### config.mk
export PLATFORM = sky130hd
export DESIGN_NAME = uart_tx_scheduler_flat
export DESIGN_NICKNAME = d
export VERILOG_FILES = /design/src/rtl/uart_pkg.sv /design/src/rtl/uart_tx_scheduler_if.sv /design/src/rtl/uart_tx_scheduler_rr_arbiter.sv /design/src/rtl/uart_tx_scheduler.sv /design/src/flat_wrapper.sv
export SDC_FILE = /design/constraint.sdc
export NUM_CORES = 1
export LEC_CHECK = 0
export ABC_AREA = 1
export ABC_CLOCK_PERIOD_IN_PS = 2770
export CAP_MARGIN = 25
export CORE_MARGIN = 2
export CORE_UTILIZATION = 50
export CTS_BUF_LIST = sky130_fd_sc_hd__clkbuf_16
export DETAILED_ROUTE_END_ITERATION = 8
export PLACE_DENSITY = 0.81
export SLEW_MARGIN = 10
export SYNTH_ARGS = -nofsm -noshare
export SYNTH_HDL_FRONTEND = slang
export SYNTH_SLANG_ARGS = --single-unit
export TNS_END_PERCENT = 10
### constraint.sdc
create_clock -name baud_clk -period 2.77 [get_ports baud_clk]
set_input_delay 0.277 -clock baud_clk [delete_from_list [all_inputs] [get_ports baud_clk]]
set_output_delay 0.277 -clock baud_clk [all_outputs]
set_load 0.005 [all_outputs]
### src/rtl/uart_pkg.sv
// Shared types and helpers for the UART transmit scheduler.
// Frame is start, 8 data bits LSB-first, parity, stop.
package uart_pkg;

    typedef enum logic [1:0] {
        IDLE   = 2'd0,
        LAUNCH = 2'd1,
        BUSY   = 2'd2,
        GAP    = 2'd3
    } state_t;

    localparam int FRAME_BITS = 11;

    function automatic logic parity(input logic [7:0] data, input logic odd);
        return (^data) ^ odd;
    endfunction

endpackage

### src/rtl/uart_tx_scheduler_if.sv
// Scheduler <-> serial transmitter handshake.
// The scheduler drives the master side and the transmitter drives the slave side.
interface uart_tx_scheduler_if;
    logic       tx_send;
    logic [7:0] tx_data;
    logic       tx_parity;
    logic       tx_active_flag;
    logic       tx_done_flag;

    modport master (
        output tx_send, tx_data, tx_parity,
        input  tx_active_flag, tx_done_flag
    );

    modport slave (
        input  tx_send, tx_data, tx_parity,
        output tx_active_flag, tx_done_flag
    );
endinterface

### src/rtl/uart_tx_scheduler_rr_arbiter.sv
// Combinational round-robin pick: the first set request at or above pointer, wrapping.
// Returns the winner both one-hot and as an index.
module rr_arbiter #(
    parameter  int NUM_REQ = 4,
    localparam int PW      = $clog2(NUM_REQ)
) (
    input  logic [NUM_REQ-1:0] req,
    input  logic [PW-1:0]      pointer,
    output logic [NUM_REQ-1:0] winner,
    output logic [PW-1:0]      winner_idx,
    output logic               valid
);

    function automatic logic [PW-1:0] slot(input logic [PW-1:0] base, input int off);
        int s;
        s = int'(base) + off;
        if (s >= NUM_REQ) s = s - NUM_REQ;
        return PW'(s);
    endfunction

    // Scan from the farthest offset down so the nearest set bit is written last.
    always_comb begin
        winner     = '0;
        winner_idx = '0;
        for (int k = NUM_REQ - 1; k >= 0; k--) begin
            if (req[slot(pointer, k)]) begin
                winner                   = '0;
                winner[slot(pointer, k)] = 1'b1;
                winner_idx               = slot(pointer, k);
            end
        end
    end

    assign valid = |req;

endmodule

### src/rtl/uart_tx_scheduler.sv
// Round-robin scheduler sharing one 11-bit-frame serial transmitter among NUM_REQ sources.
// Drives send/active/done handshake, inserts an inter-frame gap, pulses done to the owner.
module uart_tx_scheduler
    import uart_pkg::*;
#(
    parameter int NUM_REQ        = 4,
    parameter bit PARITY_ODD     = 1'b0,
    parameter int GAP_CYCLES     = 1,
    parameter int LAUNCH_TIMEOUT = 4
) (
    input  logic                   baud_clk,
    input  logic                   reset,
    input  logic [NUM_REQ-1:0]     req,
    input  logic [8*NUM_REQ-1:0]   req_data,
    output logic [NUM_REQ-1:0]     grant,
    output logic [NUM_REQ-1:0]     done,
    output logic                   busy,
    output logic                   err_timeout,
    uart_tx_scheduler_if.master    tx
);

    localparam int PW = $clog2(NUM_REQ);
    localparam int CW = 4;
    localparam logic [CW-1:0] TO_LAST  = CW'(LAUNCH_TIMEOUT - 1);
    localparam logic [CW-1:0] GAP_LAST = CW'((GAP_CYCLES > 0) ? GAP_CYCLES - 1 : 0);

    state_t              state;
    logic [PW-1:0]       ptr;
    logic [CW-1:0]       cnt;
    logic [NUM_REQ-1:0]  win;
    logic [PW-1:0]       win_idx;
    logic                win_vld;
    logic [7:0]          win_byte;
    logic [PW-1:0]       ptr_next;

    rr_arbiter #(.NUM_REQ(NUM_REQ)) u_arb (
        .req        (req),
        .pointer    (ptr),
        .winner     (win),
        .winner_idx (win_idx),
        .valid      (win_vld)
    );

    assign win_byte = req_data[{win_idx, 3'b000} +: 8];
    assign ptr_next = (win_idx == PW'(NUM_REQ - 1)) ? '0 : win_idx + PW'(1);

    always_ff @(posedge baud_clk) begin
        if (reset) begin
            state        <= IDLE;
            ptr          <= '0;
            cnt          <= '0;
            grant        <= '0;
            done         <= '0;
            busy         <= 1'b0;
            err_timeout  <= 1'b0;
            tx.tx_send   <= 1'b0;
            tx.tx_data   <= '0;
            tx.tx_parity <= PARITY_ODD;
        end else begin
            done        <= '0;
            err_timeout <= 1'b0;
            unique case (state)
                IDLE: begin
                    if (win_vld) begin
                        grant        <= win;
                        tx.tx_data   <= win_byte;
                        tx.tx_parity <= parity(win_byte, PARITY_ODD);
                        tx.tx_send   <= 1'b1;
                        ptr          <= ptr_next;
                        cnt          <= '0;
                        busy         <= 1'b1;
                        state        <= LAUNCH;
                    end
                end
                LAUNCH: begin
                    if (tx.tx_active_flag) begin
                        tx.tx_send <= 1'b0;
                        state      <= BUSY;
                    end else if (cnt == TO_LAST) begin
                        // Abandon the launch; ptr already moved past this requester.
                        err_timeout <= 1'b1;
                        grant       <= '0;
                        tx.tx_send  <= 1'b0;
                        busy        <= 1'b0;
                        state       <= IDLE;
                    end else begin
                        cnt <= cnt + CW'(1);
                    end
                end
                BUSY: begin
                    if (!tx.tx_active_flag) begin
                        done  <= grant;
                        grant <= '0;
                        cnt   <= '0;
                        if (GAP_CYCLES > 0) begin
                            state <= GAP;
                        end else begin
                            busy  <= 1'b0;
                            state <= IDLE;
                        end
                    end
                end
                GAP: begin
                    if (cnt == GAP_LAST) begin
                        busy  <= 1'b0;
                        state <= IDLE;
                    end else begin
                        cnt <= cnt + CW'(1);
                    end
                end
                default: state <= IDLE;
            endcase
        end
    end

    // The sticky done flag from the transmitter must agree with active falling.
    a_done_flag: assert property (@(posedge baud_clk) disable iff (reset)
        (state == BUSY && !tx.tx_active_flag) |-> tx.tx_done_flag);

    a_grant_onehot: assert property (@(posedge baud_clk) disable iff (reset)
        $onehot0(grant));

endmodule

### src/flat_wrapper.sv
// flat-port wrapper written by rule: the top's interface ports become plain ports
module uart_tx_scheduler_flat import uart_pkg::*;
#(
    parameter int NUM_REQ        = 4,
    parameter bit PARITY_ODD     = 1'b0,
    parameter int GAP_CYCLES     = 1,
    parameter int LAUNCH_TIMEOUT = 4
)
  (baud_clk, reset, req, req_data, grant, done, busy, err_timeout, tx_tx_send, tx_tx_data, tx_tx_parity, tx_tx_active_flag, tx_tx_done_flag);
  uart_tx_scheduler_if tx_i ();
  input  logic baud_clk;
  input  logic reset;
  input  logic [NUM_REQ-1:0] req;
  input  logic [8*NUM_REQ-1:0] req_data;
  output logic [NUM_REQ-1:0] grant;
  output logic [NUM_REQ-1:0] done;
  output logic busy;
  output logic err_timeout;
  output wire logic [$bits(tx_i.tx_send)-1:0] tx_tx_send;
  output wire logic [$bits(tx_i.tx_data)-1:0] tx_tx_data;
  output wire logic [$bits(tx_i.tx_parity)-1:0] tx_tx_parity;
  input wire logic [$bits(tx_i.tx_active_flag)-1:0] tx_tx_active_flag;
  input wire logic [$bits(tx_i.tx_done_flag)-1:0] tx_tx_done_flag;
  assign tx_tx_send = tx_i.tx_send;
  assign tx_tx_data = tx_i.tx_data;
  assign tx_tx_parity = tx_i.tx_parity;
  assign tx_i.tx_active_flag = tx_tx_active_flag;
  assign tx_i.tx_done_flag = tx_tx_done_flag;
  uart_tx_scheduler #(.NUM_REQ(NUM_REQ), .PARITY_ODD(PARITY_ODD), .GAP_CYCLES(GAP_CYCLES), .LAUNCH_TIMEOUT(LAUNCH_TIMEOUT)) u_core (.baud_clk(baud_clk), .reset(reset), .req(req), .req_data(req_data), .grant(grant), .done(done), .busy(busy), .err_timeout(err_timeout), .tx(tx_i));
endmodule
# --- After elaboration in Yosys (flattened, before gate mapping) ---
# Cells that the tools add are included.
totals:
  register_bits: 28
  inputBits: 40
  word_cells: 126
op_classes:
  n_addsub: 9
  n_lt_le_gt_ge: 16
  eq_ne: 13
  shift: 1
  mux: 57
  bitwise: 2
  n_reduce_logical: 18
op_table:
  columns: ["operator", "n"]
  rows:
  - ["$mux 4", 12]
  - ["$mux 2", 18]
  - ["$shiftx 32x6->8", 1]
  - ["$lt 2x3->1 const B", 8]
  - ["$pmux 4 s4", 1]
  - ["$reduce_and 5->1", 3]
  - ["$mux 1", 14]
  - ["$pmux 4 s3", 1]
  - ["$ne 2x2->1 const B", 5]
  - ["$ge 3x3->1 const B", 3]
  - ["$bmux 1 s2", 4]
  - ["$demux 1 s2", 4]
  - ["$ge 2x1->1 const B", 4]
  - ["$pmux 2 s4", 1]
  - ["$reduce_xor 8->1", 1]
  - ["$sub 2x1->2 const B", 4]
  - ["$add 2x2->3 const B", 2]
  - ["$eq 2x2->1 const B", 3]
  - ["$reduce_or 3->1", 2]
  - ["$add 4x1->4 const B", 1]
  - ["$eq 4x2->1 const B", 1]
  - ["$logic_and 1x1->1", 4]
  - ["$logic_not 4->1", 1]
  - ["$ne 2x1->1 const B", 2]
  - ["other kinds (15)", 16]

# --- Depth between registers and ports, before layout ---
logic_depth:
  word_depth: 16
  ltp_mapped: 25

# --- Modules after synthesis ---
# From an unflattened synthesis, not the netlist that was laid out.
hier_totals:
  cells_unflattened: 353
  area_unflattened_um2: 2242.2
by_module_without_submodules:
  columns: ["mod", "n_inst", "cells_each", "area_each_um2"]
  rows:
  - ["uart_tx_scheduler", 1, 270, 1778.0]
  - ["rr_arbiter", 1, 83, 464.2]

# --- Least setup slack after synthesis ---
# No wires, ideal clock.
synth_path:
  kind: "register to register"
  startpoint: "reg u_core.ptr[0]"
  endpoint: "reg u_core.tx.tx_parity"
  arrival_time_ps: 2274
  required_ps: 2661
  slack_ps: 387
  path_stages_with_launch: 25
  path_buffers: 2
  period_less_slack_ps: 2383
  path_cell_list: "dfxtp_1 buf_6 inv_4 ha_1 inv_1 nand3_2 nand2_4 inv_6 nand2_2 nand2_2 nand2_4 nand2_4 buf_6 nand2_1 nand3_1 nand2_1 nand2_1 nand2_1 inv_2 nand2_1 nand2_1 nand2_1 nand3_1 nand2_1 inv_1"
synth_via:
  elab_chain_cells: 11
  elab_cells_between_ends: 29
  classes_between: "add/sub: 7; order compare: 4; shift: 1; mux: 16; reduce/logical: 1"
synth_rtl:
  columns: ["item", "line", "source"]
  rows:
  - ["start: declaration", "uart_tx_scheduler.sv:28", "logic [PW-1:0] ptr;"]
  - ["start signal: assignment", "uart_tx_scheduler.sv:69", "ptr <= ptr_next;"]
  - ["$add 2x2->3", "uart_tx_scheduler_rr_arbiter.sv:16", "s = int'(base) + off;"]
  - ["$ge 3x3->1 / $sub 2x1->2 (equally long branches)", "uart_tx_scheduler_rr_arbiter.sv:17", "if (s >= NUM_REQ) s = s - NUM_REQ;"]
  - ["$mux 2", "uart_tx_scheduler_rr_arbiter.sv:17", null]
  - ["$bmux 1 s2", "uart_tx_scheduler_rr_arbiter.sv:26", "if (req[slot(pointer, k)]) begin"]
  - ["$mux 1 (not written as such)", "uart_tx_scheduler_rr_arbiter.sv:26", null]
  - ["$mux 2 (3 in a row)", "uart_tx_scheduler_rr_arbiter.sv:26", null]
  - ["$mux 2 (*)", "uart_tx_scheduler_rr_arbiter.sv:26", null]
  - ["$shiftx 32x6->8 (*)", "uart_tx_scheduler.sv:44", "assign win_byte = req_data[{win_idx, 3'b000} +: 8];"]
  - ["$reduce_xor 8->1 (*)", "uart_pkg.sv:15", "return (^data) ^ odd;"]
  - ["end signal: assignment", "uart_tx_scheduler.sv:67", "tx.tx_parity <= parity(win_byte, PARITY_ODD);"]
  - ["end: declaration", "uart_tx_scheduler_if.sv:11", "output tx_send, tx_data, tx_parity,"]
# Every way passes the cells marked *; elsewhere a longest branch is shown, timed or not. The select of a mux whose other input is x is not followed.
# A chain may end at the register's enable or synchronous reset.

# --- Worst setup path in the final report ---
# Same ends and word-level chain as after synthesis.

==> results.md <==
* WP data required at 2.93 ns
* Fin crit period at 2.49 ns
* Core ar. at 4660 um^2
* Pwr Density at 1290 nW/um^2
* Area Overhead vs Synth at 31.7%
* Async SR Flop Fraction at 0%
* Flop pwr share at 15.7%
* M3 GR Usage at 4.28%
* Slew of the pin with the lowest slew margin at 0.508 ns
* Peak supply drop at 0.584 mV
* Final core utilization at 67.2%
* Vias/cell at 5.24
* Commonest cells post-synth: nand2_1 (118), inv_1 (48), nand3_1 (44)
* Drt total wl at 5630 um
* Die Wd at 73.0 um
* Tot GR Track Use at 22.6%
* Share of the synthesized area in the top cell type at 23.6%
* Largest net degree at the start of global routing at 25
* Syn Area/Cell at 6.34 um^2
* Iteration-0 DRC Markers at 119
* Clock Tree Buf Depth at 2
* Relative slew slack at 65.3%
* CP Cell Sequence: inv_4, ha_1, inv_1, nand3_2, nand2_4, inv_6, nand2_2, nand2_2, nand2_4, buf_12, nand3_1, nand3_1, nand2_1, nand2_1, nand2_1, nand2_1, nand2_1, nand2_1, nand3_1, nand2_1, inv_1
* Worst Path Arrival at 2.66 ns
* Vias in the first global route at 2524
* Register area share after synthesis at 23.6%
* DIE AREA at 5320 um^2
* P_sw at 0.00204 W
* Status: completed
* Clk network pwr share at 10.5%
* Synth cell types at 29
* Final Wtd Congestion at 0.913
* Yosys top cell by area: dfxtp_1
* Yosys reg bits at 28
* Largest cells by area after synthesis: dfxtp_1 (24%), nand2_1 (19%), nand3_1 (9.3%), inv_1 (7.6%), ha_1 (6.8%)
* Vias at 2556
* CTS tree: yes
* Setup-failing EPs final at 0
* Placed inst area at 3000 um^2
* Cell area after synthesis at 2380 um^2
* Unrepaired setup endpoints after global routing: false
* Routed len/inst at 11.5 um
* CP Capture Type: flop
* DR DRC count at 0
* Final period utilization at 90.0%
* # hold bufs at CTS at 0
* Final slew viol count at 0
* Nets at 488
* Number of max-cap violations at 0
* Most used cell, CP: nand2_1
* Initial Util at 51.0%
* P_int at 0.00200 W
* Pre-CTS WS at 0.158 ns
* Port-buffer cells at 58
* CP bufs+invs at 5
* # IOs at 60
* Pre-antenna DRT Iters at 4
* Global routing usage on met1 at 26.4%
* Clock sink count at 28
* CP peak stage delay at 0.35 ns
* Power Total at 0.00404 W
* Clk_lat worst skew at 0.26 ns
* Top-count cell post-synth: nand2_1
* Clk_skew at 0.00361 ns
* Final instance area at 3130 um^2
* H-tree depth at 1
* Worst Hold Class: reg -> reg
* Synthesized net count at 428
* CTS root buf: clkbuf_16
* GR Layer Usage met2 at 39.7%
* CTS buffer count at 3
* Leakage at 1.52 nW
* Total global routing overflow at 0
* CP max-delay cell: dfxtp_2
* Final Hold Viols at 0
* Post-synth EDFFs at 0
* Global-route wire length before repair at 9830 um
* Initial antenna violation count at 0
* ANT cells at 0
* Row Count at 25
* Syn Inst Count at 375
* CP Max Fanout at 21
* Detailed Place HPWL at 4270 um
* Syn. warnings at 0
* Combinational share of power at 73.9%
* TNS Setup at 0 ns
* Cell family with most CP delay: simple AND/OR/NAND/NOR gates
* Main synth FF type: dfxtp_1
* Crit path kind: reg -> reg
* Post-route setup slack at 0.278 ns
* Final ANT Viol Nets at 0
* Setup crit start kind: flop
* Die Ht at 73.0 um
* FMAX at 0.401 GHz
* Fraction of layout cells with a size suffix above 1 at 11.3%
* Sw frac at 50.5%
* Clk pin slew, worst setup/hold paths at 0.07 ns
* Most Used Layer, Global Route: met2
## registers in the layout, summed over array words and instances, names as in the netlist, named ones only
signal,flops
u_core.cnt,4
u_core.state,1
u_core.busy,1
u_core.grant,4
u_core.done,4
u_core.ptr,2
u_core.tx.tx_data,8
u_core.tx.tx_send,1
u_core.err_timeout,1
u_core.tx.tx_parity,1
## cell type report
cell class              count  area, um^2
multi-input cells         279        1510
inverters                  55         216
repair buffers             68         668
flip-flops and latches     28         562
clock buffers               3        75.1
clock inverters             1        30.0
well taps                  54        67.6
fillers                   425        1530
## power groups by stage
stage / combinational (W) / clock (W) / sequential (W)
2_1_floorplan: 0.00229 / 0 / 0.000642
3_3_place_gp: 0.00288 / 0 / 0.000635
3_5_place_dp: 0.00292 / 0 / 0.000639
4_1_cts: 0.00295 / 0.000435 / 0.000633
5_1_grt: 0.00344 / 0.000447 / 0.000651
6_report: 0.00298 / 0.000424 / 0.000632
## stage by stage
| stage | hold WS [ns] | cells |
|---|---|---|
| detailed placement | 0.435 | 484 |
| floorplan | 0.355 | 375 |
| finish | 0.449 | 488 |
| CTS | 0.451 | 488 |
| global placement | 0.437 | 484 |
| global route | 0.470 | 488 |
## path summary, 6_finish.rpt
kind	from	to	slack, ns	cells after the start
max reg2reg	u_core.ptr[0]	u_core.tx.tx_parity	0.28	21
min	u_core.grant[3]	u_core.done[3]	0.45	2
max	u_core.ptr[0]	u_core.tx.tx_parity	0.28	21
min reg2reg	u_core.grant[3]	u_core.done[3]	0.45	2
## worst reg2reg max path, cell delays in order, from the launching register on
cell	delay, ns
dfxtp_2	0.35
inv_4	0.07
ha_1	0.34
inv_1	0.11
nand3_2	0.11
nand2_4	0.11
inv_6	0.05
nand2_2	0.07
nand2_2	0.06
nand2_4	0.12
buf_12	0.16
nand3_1	0.08
nand3_1	0.09
nand2_1	0.10
nand2_1	0.08
nand2_1	0.12
nand2_1	0.10
nand2_1	0.05
nand2_1	0.05
nand3_1	0.07
nand2_1	0.06
inv_1	0.04
## cell usage in the layout, fill, tap and decap left out, drive strengths merged, types with 6 or more instances in the layout
cell,netlist,layout
inv,55,55
o211ai,11,11
clkdlybuf4s50,0,58
buf,9,10
a21oi,13,13
nand3b,6,6
nor2,16,16
ha,13,13
o21ai,12,12
nor3,9,9
dfxtp,28,28
nand3,52,52
nand2,135,135
## cells by family (layout without fill, tap and decap cells)
group | after synthesis | count (layout) | synth area share (%)
DFF | 28 | 28 | 23.6
buffers and inverters | 68 | 127 | 13.2
adders and majority gates | 13 | 13 | 6.84
AOI/OAI and AO/OA | 46 | 46 | 12.6
and+or+nand+nor | 220 | 220 | 43.7
## metal layers
metal  vias up  wire [um]
met1      1136       2550
met2        64       2590
met4         0        180
met3        18        308
met5         -          0
li1       1338          -
## timing repair
action | 4_1_cts | 5_1_grt
resized for setup | 0 | 5
endpoints found under the hold margin | 0 | 0
setup endpoints to repair | 0 | 1
setup buffers | 0 | 0
(Power assumes the default switching activity.)
